[src/rtl/spi_bus_arbiter.sv]
// spi_bus_arbiter
//   Shares one 16-bit SPI engine between two requesters. Arbitration is
//   round-robin on ties. Every transaction ends with a single ack pulse to its
//   owner, even when the engine never answers (timeout abort, err=1).
//
// Ports
//   clk                 system clock, rising edge
//   reset_n             asynchronous active-low reset
//   req0/req1           requests, held until the matching ack
//   wdata0/wdata1       frame to send for each requester
//   ack0/ack1           one-cycle completion pulse per requester
//   rdata0/rdata1       received frame per requester (0 after an abort)
//   err                 high together with ack when the transaction timed out
//   spi_start           one-cycle start pulse to the SPI engine
//   spi_data_in_16bit   frame presented to the SPI engine
//   spi_busy            SPI engine busy flag
//   spi_data_out_16bit  frame returned by the engine, valid as busy falls
//   grant               one-hot current owner (00 = none)
//
// state          | meaning
// ---------------+-----------------------------------------------------------
// ST_IDLE        | no owner; arbitrate on any request
// ST_WAIT_ACCEPT | start issued, waiting for the engine to raise busy
// ST_WAIT_DONE   | engine busy, waiting for busy to fall
// ST_RELEASE     | one dead cycle; ack/err visible, round-robin pointer moves

module spi_bus_arbiter #(
  parameter int unsigned TIMEOUT_CYCLES = 4096
) (
  input  logic        clk,
  input  logic        reset_n,
  input  logic        req0,
  input  logic        req1,
  input  logic [15:0] wdata0,
  input  logic [15:0] wdata1,
  output logic        ack0,
  output logic        ack1,
  output logic [15:0] rdata0,
  output logic [15:0] rdata1,
  output logic        err,
  output logic        spi_start,
  output logic [15:0] spi_data_in_16bit,
  input  logic        spi_busy,
  input  logic [15:0] spi_data_out_16bit,
  output logic [1:0]  grant
);

  typedef enum logic [1:0] {
    ST_IDLE,
    ST_WAIT_ACCEPT,
    ST_WAIT_DONE,
    ST_RELEASE
  } state_t;

  // Down-counter: loaded with TIMEOUT_CYCLES-1 on entry to each wait state,
  // so the terminal count is hit in the TIMEOUT_CYCLES-th cycle of that state.
  localparam logic [15:0] TMR_LOAD = 16'(TIMEOUT_CYCLES - 1);

  state_t      state;
  logic [15:0] tmr;
  logic        owner;       // 0 = requester 0, 1 = requester 1
  logic        last_grant;  // owner of the most recently finished transaction
  logic        tmr_tc;
  logic        finish_ok;
  logic        finish_abort;
  logic        pick;

  assign tmr_tc       = (tmr == '0);
  assign finish_ok    = (state == ST_WAIT_DONE) && !spi_busy;
  // An engine edge in the terminal cycle still counts as progress.
  assign finish_abort = tmr_tc && (((state == ST_WAIT_ACCEPT) && !spi_busy) ||
                                   ((state == ST_WAIT_DONE)   &&  spi_busy));
  // Tie goes to whoever did not finish last; otherwise the lone requester.
  assign pick         = (req0 && req1) ? ~last_grant : req1;

  always_ff @(posedge clk or negedge reset_n) begin
    if (!reset_n) begin
      state             <= ST_IDLE;
      tmr               <= '0;
      owner             <= 1'b0;
      last_grant        <= 1'b1;
      grant             <= 2'b00;
      spi_start         <= 1'b0;
      spi_data_in_16bit <= '0;
      ack0              <= 1'b0;
      ack1              <= 1'b0;
      err               <= 1'b0;
      rdata0            <= '0;
      rdata1            <= '0;
    end else begin
      spi_start <= 1'b0;
      ack0      <= 1'b0;
      ack1      <= 1'b0;
      err       <= 1'b0;
      case (state)
        ST_IDLE: begin
          if (req0 || req1) begin
            owner             <= pick;
            grant             <= pick ? 2'b10 : 2'b01;
            spi_data_in_16bit <= pick ? wdata1 : wdata0;
            spi_start         <= 1'b1;
            tmr               <= TMR_LOAD;
            state             <= ST_WAIT_ACCEPT;
          end
        end
        ST_WAIT_ACCEPT, ST_WAIT_DONE: begin
          if (finish_ok || finish_abort) begin
            state <= ST_RELEASE;
            grant <= 2'b00;
            err   <= finish_abort;
            tmr   <= '0;
            if (owner) begin
              ack1   <= 1'b1;
              rdata1 <= finish_abort ? 16'h0000 : spi_data_out_16bit;
            end else begin
              ack0   <= 1'b1;
              rdata0 <= finish_abort ? 16'h0000 : spi_data_out_16bit;
            end
          end else if ((state == ST_WAIT_ACCEPT) && spi_busy) begin
            state <= ST_WAIT_DONE;
            tmr   <= TMR_LOAD;
          end else begin
            tmr <= tmr - 16'd1;
          end
        end
        ST_RELEASE: begin
          last_grant <= owner;
          state      <= ST_IDLE;
        end
        default: state <= ST_IDLE;
      endcase
    end
  end

endmodule

[config.mk]
export PLATFORM = sky130hd
export DESIGN_NAME = spi_bus_arbiter
export DESIGN_NICKNAME = d
export VERILOG_FILES = /design/src/rtl/spi_bus_arbiter.sv
export SDC_FILE = /design/constraint.sdc
export NUM_CORES = 1
export LEC_CHECK = 0
export BUFFER_PORTS_ARGS = -buffer_cell sky130_fd_sc_hd__buf_4
export CAP_MARGIN = 20
export CORE_ASPECT_RATIO = 1.25
export CORE_UTILIZATION = 45
export CTS_CLUSTER_DIAMETER = 120
export DETAILED_ROUTE_END_ITERATION = 7
export PLACE_DENSITY = 0.74
export SYNTH_ARGS = -nofsm -noshare
export SYNTH_HDL_FRONTEND = slang
export SYNTH_SLANG_ARGS = --single-unit
[constraint.sdc]
create_clock -name clk -period 2.4 [get_ports clk]
set_input_delay 0.12 -clock clk [delete_from_list [all_inputs] [get_ports clk]]
set_output_delay 0.12 -clock clk [all_outputs]
set_load 0.005 [all_outputs]
==> results of run 1 <==
[metrics by stage]
stage               cells  hold slack (ns)  power, W  setup TNS, ns
finish                518          0.00944   0.00593              0
CTS                   517          0.00123   0.00593         -0.118
global placement      492            0.303   0.00453              0
detailed placement    492            0.309   0.00464        -0.0206
global route          518          0.00201   0.00632              0
floorplan             301           -0.176   0.00344              0
[per-layer routing]
| metal | up-vias | track usage |
|---|---|---|
| met2 | 81 | 0.365 |
| met5 | - | 0 |
| met4 | 0 | 0.109 |
| met1 | 1408 | 0.285 |
| met3 | 16 | 0.0352 |
| li1 | 1354 | - |
[critical path: stages, from the launching register on]
cell and delay (ns):
dfrtp_1 0.39, inv_1 0.11, ha_1 0.19, or3b_1 0.39
nor2_2 0.11, buf_4 0.14, and4_4 0.30, o211ai_4 0.21
a22o_1 0.30
[cell usage after synthesis, types with 3 or more instances]
| library cell | number |
|---|---|
| nor2_1 | 14 |
| a21boi_0 | 3 |
| o22ai_1 | 3 |
| nand3_1 | 7 |
| inv_1 | 11 |
| a21oi_1 | 9 |
| buf_4 | 3 |
| nand2b_1 | 4 |
| clkbuf_1 | 6 |
| nor3_1 | 9 |
| ha_1 | 5 |
| a22o_1 | 32 |
| a311oi_1 | 3 |
| buf_2 | 4 |
| mux2i_1 | 17 |
| nand2_1 | 28 |
| dfrtp_1 | 73 |
| nand4_1 | 4 |
| o21ai_0 | 28 |
[area by class of cell]
| type | count | share of cell area |
|---|---|---|
| inverters | 11 | 0.00886 |
| multi-input cells | 200 | 0.300 |
| well taps | 90 | 0.0242 |
| clock inverters | 6 | 0.0295 |
| flip-flops and latches | 74 | 0.398 |
| clock buffers | 9 | 0.0266 |
| repair buffers | 128 | 0.213 |
[flip-flops by register name, indices dropped and copies added, names as in the netlist]
name	cells
rdata0	16
rdata1	16
spi_data_in_16bit	16
tmr	16
grant	2
state	2
ack0	1
ack1	1
err	1
last_grant	1
owner	1
spi_start	1
[path summary, 6_finish.rpt]
| path | startpoint | end | slack (ns) | depth (start not counted) |
|---|---|---|---|---|
| max in group asynchronous | reset_n | state[0] | 1.36 | 2 |
| setup / recovery | tmr[0] | rdata1[5] | 0.14 | 8 |
| hold / removal | spi_data_out_16bit[10] | rdata0[10] | 0.009 | 2 |
| setup reg to reg | tmr[0] | rdata1[5] | 0.14 | 8 |
| min in group asynchronous | reset_n | spi_data_in_16bit[12] | 0.44 | 2 |
| hold reg to reg | spi_data_in_16bit[11] | spi_data_in_16bit[11] | 0.49 | 2 |
[power breakdown]
group          leakage (nW)  switching, W  total [W]  internal, W
sequential            0.909      0.000343    0.00210      0.00176
clock                 0.130      0.000466    0.00126     0.000797
combinational          1.19       0.00127    0.00256      0.00129
[repair_timing]
action	CTS	global route
endpoints found under the hold margin	86	0
resized for setup	0	4
setup endpoints to repair	10	32
hold buffers	10	0
[cells by family after synthesis]
logic type               Yosys count  synth area share
flip-flops                        74             0.553
multiplexers                      18            0.0541
AND/OR/NAND/NOR                   81             0.122
adder cells (fa/ha/maj)            5            0.0187
AO/OA/AOI/OAI                     96             0.213
buffers and inverters             27            0.0396
==> results.sh, run 1 <==
export IMPL_outcome="completed"
export IMPL_yosys_top_cells_area="dfrtp_1, a22o_1, mux2i_1"
export IMPL_regArea_um2=1850
export IMPL_numClockSinks=74
export IMPL_syn_avg_cell_area_um2=11.1
export IMPL_placedInstanceArea_um2=4270
export IMPL_drv_slew=0
export IMPL_worst_pin_slew_ns=0.909
export IMPL_drt_iter0_markers=200
export IMPL_synthFlopType="dfrtp_1"
export IMPL_skew_ns=0.00881
export IMPL_finalHoldViolCount=0
export IMPL_ys_seq_area_frac=0.553
export IMPL_top_layer_used="met4"
export IMPL_ir_drop_v=0.000772
export IMPL_post_route_min_period_ns=2.26
export IMPL_syn_to_final_growth_pct=39.0
export IMPL_cp_max_fo=17
export IMPL_ys_ff_latch=74
export IMPL_end_kind="flop"
export IMPL_place_hpwl_um=5780
export IMPL_synth_cells=301
export IMPL_n_antenna_cell=0
export IMPL_initial_core_util=0.475
export IMPL_worstPathRequired_ns=2.62
export IMPL_synth_edf_count=0
export IMPL_netlist_area_um2=3350
export IMPL_track_usage=0.222
export IMPL_cts_root_buf="clkbuf_8"
export IMPL_num_vias=2859
export IMPL_nets=482
export IMPL_setup_viol=0
export IMPL_wl_met2_um=4290
export IMPL_io_pins=107
export IMPL_cts_setup_buffers=0
export IMPL_antenna_found_initial=0
export IMPL_die_area_um2=7800
export IMPL_final_cell_mix="buf_4, dfrtp_1, a22o_1"
export IMPL_multi_input_area_um2=1400
export IMPL_grt_ovfl_total=0
export IMPL_routed_via_density=5.52
export IMPL_drive_above_1_share=0.346
export IMPL_wl_met3_um=341
export IMPL_cts_buffers=9
export IMPL_final_util=0.660
export IMPL_drt_wl_total_um=8300
export IMPL_maxCapViolCount=0
export IMPL_dieWidth_um=79.2
export IMPL_port_buffers=106
export IMPL_start_kind="flop"
export IMPL_synth_warnings=0
export IMPL_layout_commonest_cell="buf_4"
export IMPL_grt_pass1_wl_um=13500
export IMPL_cts_htree_levels=3
export IMPL_fin_area_um2=4660
export IMPL_clk_latency_ns=0.35
export IMPL_num_rows=34
export IMPL_setup_ws_ns=0.138
export IMPL_rsz0062_at_grt="no"
export IMPL_synth_top_cell_area_share=0.545
export IMPL_place_congestion=0.928
export IMPL_ant_nets=0
export IMPL_hold_path_class="input pin to flop"
export IMPL_wl_met1_um=3480
export IMPL_finalCritPeriodShare=0.943
export IMPL_arrival_ns=2.49
export IMPL_first_pass_iters=4
export IMPL_grt_max_degree=75
export IMPL_async_flop_share=1.00
export IMPL_synth_nets=359
export IMPL_grt_pass1_vias=2822
export IMPL_criticalPathCategory="flop to flop"
export IMPL_fmax_ghz=0.442
export IMPL_p_per_area_nw_per_um2=1270
export IMPL_die_h_um=98.5
export IMPL_p_leak_nw=2.23
export IMPL_drc=0
export IMPL_clockBufferDepth=2
export IMPL_wl_per_cell_um=16.0
export IMPL_yosysUniqueCellTypes=49
export IMPL_cts_tree="built"
export IMPL_dp_slack_ns=-0.0144
export IMPL_core_area_um2=7060
export IMPL_synth_top_area_cell="dfrtp_1"
export IMPL_cts_clk_slew_worst_paths_ns=0.08
export IMPL_maxSlewHeadroom=0.394
export IMPL_num_fill_cells=568
Power figures use the tool's default switching activity.
==> inputs of run 2 (changes only) <==
--- a/config.mk
+++ b/config.mk
@@ -8,9 +8,11 @@
 export BUFFER_PORTS_ARGS = -buffer_cell sky130_fd_sc_hd__buf_4
 export CAP_MARGIN = 20
 export CORE_ASPECT_RATIO = 1.25
+export CORE_MARGIN = 10
 export CORE_UTILIZATION = 45
 export CTS_CLUSTER_DIAMETER = 120
 export DETAILED_ROUTE_END_ITERATION = 7
+export HOLD_SLACK_MARGIN = 0.12
 export PLACE_DENSITY = 0.74
 export SYNTH_ARGS = -nofsm -noshare
 export SYNTH_HDL_FRONTEND = slang
==> results.sh, run 2 (synthesis gave the netlist of run 1 again) <==
export IMPL_io_pins=107
export IMPL_p_leak_nw=2.36
export IMPL_maxCapViolCount=0
export IMPL_finalHoldViolCount=0
export IMPL_ir_drop_v=0.000636
export IMPL_n_antenna_cell=0
export IMPL_nets=521
export IMPL_p_per_area_nw_per_um2=1170
export IMPL_drv_slew=0
export IMPL_initial_core_util=0.458
export IMPL_layout_commonest_cell="buf_4"
export IMPL_place_congestion=0.843
export IMPL_drc=0
export IMPL_final_cell_mix="buf_4, dfrtp_1, dlygate4sd3_1"
export IMPL_first_pass_iters=4
export IMPL_skew_ns=0.00872
export IMPL_end_kind="flop"
export IMPL_cts_clk_slew_worst_paths_ns=0.08
export IMPL_grt_pass1_vias=3213
export IMPL_clk_latency_ns=0.35
export IMPL_drt_wl_total_um=10400
export IMPL_switching_power_w=0.00220
export IMPL_worst_pin_slew_ns=0.947
export IMPL_grt_max_degree=75
export IMPL_grt_ovfl_total=0
export IMPL_hold_path_class="input pin to flop"
export IMPL_comb_power_share=0.472
export IMPL_syn_to_final_growth_pct=48.9
export IMPL_ant_nets=0
export IMPL_num_vias=3041
export IMPL_post_route_min_period_ns=2.21
export IMPL_rsz0062_at_grt="no"
export IMPL_num_rows=35
export IMPL_place_hpwl_um=6800
export IMPL_drive_above_1_share=0.323
export IMPL_track_usage=0.182
export IMPL_ff2ff_setup_slack_ns=0.19
export IMPL_core_area_um2=7310
export IMPL_cts_htree_levels=3
export IMPL_routed_via_density=5.43
export IMPL_maxSlewHeadroom=0.369
export IMPL_die_h_um=116
export IMPL_cp_max_fo=17
export IMPL_cts_tree="built"
export IMPL_arrival_ns=2.45
export IMPL_p_sw_frac=0.377
export IMPL_finalCritPeriodShare=0.923
export IMPL_power_frac_seq=0.360
export IMPL_start_kind="flop"
export IMPL_cts_buffers=9
export IMPL_p_clk_frac=0.168
export IMPL_wl_per_cell_um=18.6
export IMPL_antenna_found_initial=0
export IMPL_die_area_um2=11300
export IMPL_outcome="completed"
export IMPL_worstPathRequired_ns=2.63
export IMPL_holdWs_ns=0.136
export IMPL_criticalPathCategory="flop to flop"
export IMPL_internal_power_w=0.00364
export IMPL_cts_root_buf="clkbuf_8"
export IMPL_setup_viol=0
export IMPL_port_buffers=106
export IMPL_dieWidth_um=97.2
export IMPL_final_util=0.682
export IMPL_clockBufferDepth=2
export IMPL_fmax_ghz=0.452
export IMPL_grt_pass1_wl_um=16600
export IMPL_numClockSinks=74
export IMPL_fin_tns_setup_ns=0
export IMPL_drt_iter0_markers=203
==> run 2: cell types whose count changed in the layout (fill, tap and decap cells not counted) <==
cell	before	now
nor2_2	1	0
inv_6	2	1
nor2_4	0	1
clkinv_2	0	1
nor3_2	0	1
clkinvlp_4	0	1
bufinv_16	4	1
buf_4	117	118
dlygate4sd3_1	10	47
clkinv_4	0	3
nor3_4	2	1
buf_6	0	1
==> run 2: per-stage QoR <==
step	power [W]	setup WS, ns	instance area [um2]	instances
after floorplan	0.00344	0.239	3350	301
after global placement	0.00462	0.0982	4270	494
after detailed placement	0.00473	0.0137	4270	494
after CTS	0.00580	0.00246	4940	557
after global routing	0.00626	0.0513	4990	560
final	0.00584	0.186	4990	560
==> run 2: metal layers <==
metal / wire, um / up-vias / global-route usage
li1: - / 1439 / -
met1: 4200 / 1486 / 0.211
met2: 5430 / 94 / 0.313
met3: 509 / 22 / 0.0420
met4: 293 / 0 / 0.0837
met5: 0 / - / 0
==> run 2: final cells by class <==
cell class	instances	area, um2
Inverter	11	41.3
Fill cell	542	2320
Sequential cell	74	1850
Clock buffer	9	124
Multi-Input combinational cell	200	1400
Clock inverter	7	77.6
Tap cell	92	115
Timing Repair Buffer	167	1380
==> run 2: worst paths after layout <==
check,from,end,depth (start not counted)
worst max-delay path,tmr[0],rdata1[1],7
worst min-delay path,req1,spi_start,3
worst max register to register,tmr[0],rdata1[1],7
worst min register to register,spi_data_in_16bit[9],spi_data_in_16bit[9],2
max in group asynchronous,reset_n,rdata1[5],2
min in group asynchronous,reset_n,spi_data_in_16bit[3],2
==> run 2: power groups by stage <==
stage          registers (W)  clock network (W)  logic [W]
6_report             0.00210           0.000982    0.00276
4_1_cts              0.00209           0.000998    0.00271
3_3_place_gp         0.00210                  0    0.00252
3_5_place_dp         0.00211                  0    0.00261
5_1_grt              0.00216            0.00105    0.00305
2_1_floorplan        0.00208                  0    0.00136
==> run 2: repair_timing <==
action	4_1_cts	5_1_grt
endpoints found under the setup margin	0	39
buffers inserted	0	1
endpoints found under the hold margin	120	0
hold buffers	47	0
resized for setup	0	4
==> run 2: critical path, stage by stage (launching register included) <==
cell	delay, ns
dfrtp_1	0.40
inv_1	0.09
ha_1	0.18
or3b_1	0.41
nor2_4	0.18
and4_4	0.32
o211ai_4	0.21
a22o_1	0.31
